==> src/rtl/fetch_pkg.sv <==
// fetch_pkg: shared types and constants for the instruction fetch stage.
package fetch_pkg;

  typedef enum logic [1:0] {
    IDLE = 2'd0,
    RUN  = 2'd1,
    HALT = 2'd2
  } state_t;

  localparam int INSTR_W   = 32;
  localparam int PC_STEP   = 4;
  localparam int BUF_CNT_W = 2;

  localparam logic [INSTR_W-1:0] NOP = 32'h0000_0013;

endpackage

==> src/rtl/fetch_buf.sv <==
// fetch_buf: 2-entry FIFO of {instr, pc}. Entry 0 is always the head, so the
// head outputs keep their last value once the buffer runs empty or is flushed.
module fetch_buf
  import fetch_pkg::*;
#(
  parameter int XLEN = 32
) (
  input  logic                 clk,
  input  logic                 reset,
  input  logic                 push,
  input  logic                 pop,
  input  logic                 flush,
  input  logic [INSTR_W-1:0]   push_instr,
  input  logic [XLEN-1:0]      push_pc,
  output logic [BUF_CNT_W-1:0] count,
  output logic                 head_valid,
  output logic [INSTR_W-1:0]   head_instr,
  output logic [XLEN-1:0]      head_pc
);

  localparam logic [BUF_CNT_W-1:0] EMPTY = BUF_CNT_W'(0);
  localparam logic [BUF_CNT_W-1:0] ONE   = BUF_CNT_W'(1);
  localparam logic [BUF_CNT_W-1:0] FULL  = BUF_CNT_W'(2);

  logic [INSTR_W-1:0] instr0, instr1;
  logic [XLEN-1:0]    pc0, pc1;
  logic               pop_ok, push_ok, push_to_head;

  assign pop_ok       = pop && (count != EMPTY);
  assign push_ok      = push && ((count != FULL) || pop_ok);
  assign push_to_head = (count == EMPTY) || ((count == ONE) && pop_ok);

  // Storage and occupancy; flush only clears the count so the head holds.
  always_ff @(posedge clk or posedge reset) begin
    if (reset) begin
      count  <= EMPTY;
      instr0 <= '0;
      pc0    <= '0;
      instr1 <= '0;
      pc1    <= '0;
    end else if (flush) begin
      count <= EMPTY;
    end else begin
      if (pop_ok && (count == FULL)) begin
        instr0 <= instr1;
        pc0    <= pc1;
      end
      if (push_ok) begin
        if (push_to_head) begin
          instr0 <= push_instr;
          pc0    <= push_pc;
        end else begin
          instr1 <= push_instr;
          pc1    <= push_pc;
        end
      end
      case ({push_ok, pop_ok})
        2'b10:   count <= count + ONE;
        2'b01:   count <= count - ONE;
        default: count <= count;
      endcase
    end
  end

  assign head_valid = (count != EMPTY);
  assign head_instr = instr0;
  assign head_pc    = pc0;

endmodule

==> src/rtl/instr_fetch.sv <==
// instr_fetch: owns the PC and fetch state machine, reads the instruction ROM
// and hands {instr, pc} to decode through fetch_buf.
// Build option FETCH_MISALIGN_CHK_EN adds a sticky fetch_fault output raised
// by a misaligned redirect; without it the redirect target is word-aligned.
module instr_fetch
  import fetch_pkg::*;
#(
  parameter int              XLEN       = 32,
  parameter int              ROM_ADDR_W = 8,
  parameter logic [XLEN-1:0] RESET_PC   = 32'h0000_0000,
  parameter int              BUF_DEPTH  = 2
) (
  input  logic                  clk,
  input  logic                  reset,
  input  logic                  start,
  input  logic                  halt_req,
  input  logic                  redirect_valid,
  input  logic [XLEN-1:0]       redirect_pc,
  output logic [ROM_ADDR_W-1:0] rom_addr,
  output logic                  rom_re,
  output logic                  rom_ce,
  input  logic [INSTR_W-1:0]    rom_data,
  output logic                  out_valid,
  input  logic                  out_ready,
  output logic [INSTR_W-1:0]    out_instr,
  output logic [XLEN-1:0]       out_pc,
`ifdef FETCH_MISALIGN_CHK_EN
  output logic                  fetch_fault,
`endif
  output logic                  busy
);

  state_t                 state;
  logic [XLEN-1:0]        pc;
  logic [XLEN-1:0]        redir_target;
  logic [BUF_CNT_W-1:0]   count;
  logic                   redir, start_ok, misalign;
  logic                   pop, issue, buf_full;

`ifdef FETCH_MISALIGN_CHK_EN
  logic fault;

  assign redir        = redirect_valid && !fault;
  assign start_ok     = start && !fault;
  assign misalign     = (redirect_pc[1:0] != 2'b00);
  assign redir_target = redirect_pc;
  assign fetch_fault  = fault;

  // Sticky fault: once a misaligned target is taken, only reset clears it.
  always_ff @(posedge clk or posedge reset) begin
    if (reset) begin
      fault <= 1'b0;
    end else if (redir && misalign) begin
      fault <= 1'b1;
    end
  end
`else
  assign redir        = redirect_valid;
  assign start_ok     = start;
  assign misalign     = 1'b0;
  assign redir_target = redirect_pc & {{(XLEN-2){1'b1}}, 2'b00};
`endif

  // A redirect discards this cycle's handshake and blocks the fetch.
  assign buf_full = (int'(count) == BUF_DEPTH);
  assign pop      = out_valid && out_ready && !redir;
  assign issue    = (state == RUN) && !redir && (!buf_full || pop);

  assign rom_addr = pc[ROM_ADDR_W+1:2];
  assign rom_re   = issue;
  assign rom_ce   = issue;
  assign busy     = (state == RUN);

  // State machine and PC: redirect outranks fetch, halt and start.
  always_ff @(posedge clk or posedge reset) begin
    if (reset) begin
      state <= IDLE;
      pc    <= RESET_PC;
    end else if (redir) begin
      pc <= redir_target;
      if (halt_req || misalign) begin
        state <= HALT;
      end else begin
        state <= RUN;
      end
    end else begin
      if (issue) begin
        pc <= pc + XLEN'(PC_STEP);
      end
      case (state)
        IDLE:    if (start_ok) state <= RUN;
        RUN:     if (halt_req) state <= HALT;
        default: state <= state;
      endcase
    end
  end

  fetch_buf #(
    .XLEN (XLEN)
  ) u_buf (
    .clk        (clk),
    .reset      (reset),
    .push       (issue),
    .pop        (pop),
    .flush      (redir),
    .push_instr (rom_data),
    .push_pc    (pc),
    .count      (count),
    .head_valid (out_valid),
    .head_instr (out_instr),
    .head_pc    (out_pc)
  );

endmodule
==> config.mk <==
export PLATFORM = sky130hd
export DESIGN_NAME = instr_fetch
export DESIGN_NICKNAME = d
export VERILOG_FILES = /design/src/rtl/fetch_pkg.sv /design/src/rtl/fetch_buf.sv /design/src/rtl/instr_fetch.sv
export SDC_FILE = /design/constraint.sdc
export NUM_CORES = 1
export LEC_CHECK = 0
export ABC_AREA = 1
export CORE_UTILIZATION = 30
export CTS_BUF_LIST = sky130_fd_sc_hd__clkbuf_4
export CTS_CLUSTER_SIZE = 25
export DETAILED_ROUTE_END_ITERATION = 10
export GPL_TIMING_DRIVEN = 0
export PLACE_DENSITY = 0.53
export SYNTH_ARGS = -nofsm -noshare
export SYNTH_HDL_FRONTEND = slang
export SYNTH_HIERARCHICAL = 1
export SYNTH_SLANG_ARGS = --single-unit
==> constraint.sdc <==
create_clock -name clk -period 5.18 [get_ports clk]
set_clock_uncertainty 0.05 [all_clocks]
set_input_delay 1.036 -clock clk [delete_from_list [all_inputs] [get_ports clk]]
set_output_delay 1.036 -clock clk [all_outputs]
set_load 0.1 [all_outputs]
==> flow_metrics.env <==
export IMPL_async_flop_share_pct=100
export IMPL_max_freq_mhz=204
export IMPL_num_vias=9390
export IMPL_slew_headroom_pct=28.8
export IMPL_synth_top_area_share_pct=42.2
export IMPL_grt_ovfl_total=0
export IMPL_synth_edf_count=0
export IMPL_seq_power_share_pct=30.6
export IMPL_start_util_pct=30.5
export IMPL_post_route_period_util_pct=94.8
export IMPL_cts_tree="built"
export IMPL_p_int_uw=3090
export IMPL_arrival_ps=3830
export IMPL_insertion_delay_ps=600
export IMPL_status="finished, final reports clean"
export IMPL_drt_iter0_drc=683
export IMPL_power_uw=7210
export IMPL_drv_slew=0
export IMPL_grt_max_degree=71
export IMPL_critPathMaxStageDelay_ps=840
export IMPL_synthToLayoutAreaGrowth_pct=23.0
export IMPL_rows=65
export IMPL_place_ws_ps=57.7
export IMPL_clock_sinks=162
export IMPL_power_frac_comb_pct=59.4
export IMPL_pin_count=146
export IMPL_ys_flop_type="dfrtp_1"
export IMPL_grt_setup_unrepaired="false"
export IMPL_power_leakage_uw=0.00604
export IMPL_final_cells=1954
export IMPL_finalHoldViolCount=0
export IMPL_hold_path_class="flop to flop"
export IMPL_syn_inst=1374
export IMPL_ir_worst_vdd_mv=0.280
export IMPL_nets=1612
export IMPL_clk_pin_slew_ps=140
export IMPL_via_per_inst=4.81
export IMPL_wl_per_cell_um=15.9
export IMPL_path_cells="inv_1, ha_1, inv_2, clkbuf_1, nand3_4, a31oi_4, buf_6, buf_4, dlygate4sd2_1"
export IMPL_ys_warn_count=6
export IMPL_first_pass_iters=7
export IMPL_drc=0
export IMPL_grt_util_all_layers_pct=19.3
export IMPL_core_um2=31600
export IMPL_ys_seq_area_share_pct=42.2
export IMPL_drive_gt1_share_pct=8.58
export IMPL_ys_top_cells_by_area="dfrtp_1, nand2_1, nand4_1"
export IMPL_clockRootBuffer="clkbuf_4"
export IMPL_whs_ps=453
export IMPL_synth_common_cells="nand2_1, inv_1, dfrtp_1, nand4_1, nand3_1"
export IMPL_path_class="flop to output port"
export IMPL_cts_buffers=17
export IMPL_netlist_top_cell_by_area="dfrtp_1"
export IMPL_cp_required_ps=4090
export IMPL_dp_cells=1921
export IMPL_antenna_found_initial=1
export IMPL_p_sw_uw=4120
export IMPL_cp_end_kind="output port"
export IMPL_ant_nets=0
export IMPL_maxCapViolCount=0
export IMPL_swShare_pct=57.1
export IMPL_synth_most_common_cell="nand2_1"
export IMPL_h_tree_depth=4
export IMPL_cpMaxStageDelayCell="dlygate4sd2_1"
export IMPL_die_area_um2=32800
export IMPL_setup_ws_ps=268
export IMPL_io_buffers=143
export IMPL_netlist_area_um2=9610
export IMPL_gp_congestion=0.849
export IMPL_power_per_cell_area_nw_per_um2=610
export IMPL_clk_path_buf_depth=2
export IMPL_routed_wl_um=31000
export IMPL_crit_fanout=16
export IMPL_min_period_ps=4910
export IMPL_synth_distinct_cells=36
export IMPL_tightest_slew_ps=1060
export IMPL_grt_pass1_wl_um=50200
export IMPL_start_kind="flop"
export IMPL_dieHeight_um=181
export IMPL_setup_viol=0
export IMPL_first_global_vias=9100
export IMPL_clockPowerShare_pct=10.0
export IMPL_die_w_um=181
export IMPL_dp_hpwl_um=22100
export IMPL_syn_area_per_cell_um2=7.00
export IMPL_synth_seq_cells=162
-- critical path: cells and delay by family, from the launching register on --
kind / cells / cell delay [ps]
adders and majority gates: 1 / 200
AOI/OAI and AO/OA: 1 / 400
buffers and inverters: 6 / 1970
DFF: 1 / 490
and+or+nand+nor: 1 / 180
-- worst paths after layout --
path                                       startpoint  depth (start not counted)                       endpoint  slack, ps
max                        u_buf/count[1]$_DFFE_PP0P_                          9                         rom_re        270
min                         u_buf/pc1[17]$_DFFE_PP0P_                          2      u_buf/pc1[17]$_DFFE_PP0P_        450
max reg2reg                u_buf/count[1]$_DFFE_PP0P_                         12  u_buf/head_pc[18]$_DFFE_PP0N_       1600
min reg2reg                 u_buf/pc1[17]$_DFFE_PP0P_                          2      u_buf/pc1[17]$_DFFE_PP0P_        450
max in group asynchronous                       reset                          3   u_buf/instr1[10]$_DFFE_PP0P_       3400
min in group asynchronous                       reset                          2       u_buf/pc1[9]$_DFFE_PP0P_        880
-- per-stage QoR --
stage | cell area (µm²) | setup TNS (ps) | utilization [%]
detailed placement | 11600 | 0 | 36.7
floorplan | 9620 | 0 | -
finish | 11800 | 0 | 37.5
CTS | 11800 | 0 | 37.5
global route | 11800 | 0 | 37.5
global placement | 11500 | -225950 | 36.6
-- metal layers --
layer	up-vias	track usage (%)	routed length, µm
met5	-	0	0
met4	0	4.54	285
met3	20	2.72	1560
met2	281	32.2	14600
met1	4384	26.4	14600
li1	4705	-	-
-- placed cells by master (no fill, tap or decap), drive strengths merged, types with 10 or more instances in the layout --
cell,count
buf,72
clkbuf,47
clkdlybuf4s50,141
dfrtp,162
inv,170
nand2,538
nand3,123
nand4,129
nor2,48
o21ai,72
xor2,10
-- power by group through the flow --
stage          clock (µW)  combinational (µW)  sequential (µW)
6_report              718                4280             2210
5_1_grt               790                4590             2290
4_1_cts               742                4290             2210
3_5_place_dp            0                4290             2240
3_3_place_gp            0                4250             2230
2_1_floorplan           0                1710             3660
-- sequential cells by signal (all words and copies together) (netlist names) --
register	count
u_buf/count	2
u_buf/pc1	32
u_buf/head_instr	32
state	2
u_buf/instr1	32
u_buf/head_pc	32
pc	30
-- logic make-up (layout without fill, tap and decap cells) --
kind of cell | Yosys count | count (layout) | share of synthesized area, %
buffers and inverters | 269 | 445 | 12.0
DFF | 162 | 162 | 42.2
and+or+nand+nor | 845 | 845 | 39.6
other | 1 | 3 | 0.0390
xor gates and xnor gates | 11 | 11 | 1.00
AOI/OAI and AO/OA | 82 | 82 | 4.62
adders and majority gates | 4 | 4 | 0.521
-- timing repair --
item,CTS,global route
hold buffers,0,0
setup buffers,0,0
setup endpoints to repair,2,0
resized for setup,2,0
-- final cells by class --
type | count | area, µm²
fillers | 3416 | 19700
multi-input cells | 944 | 4410
flip-flops and latches | 162 | 4050
repair buffers | 144 | 1460
inverters | 170 | 646
plain buffers | 99 | 513
well taps | 402 | 503
clock buffers | 19 | 143
clock inverters | 13 | 95.1
diodes | 1 | 2.50
No activity file was read; power rests on OpenSTA's default activity.
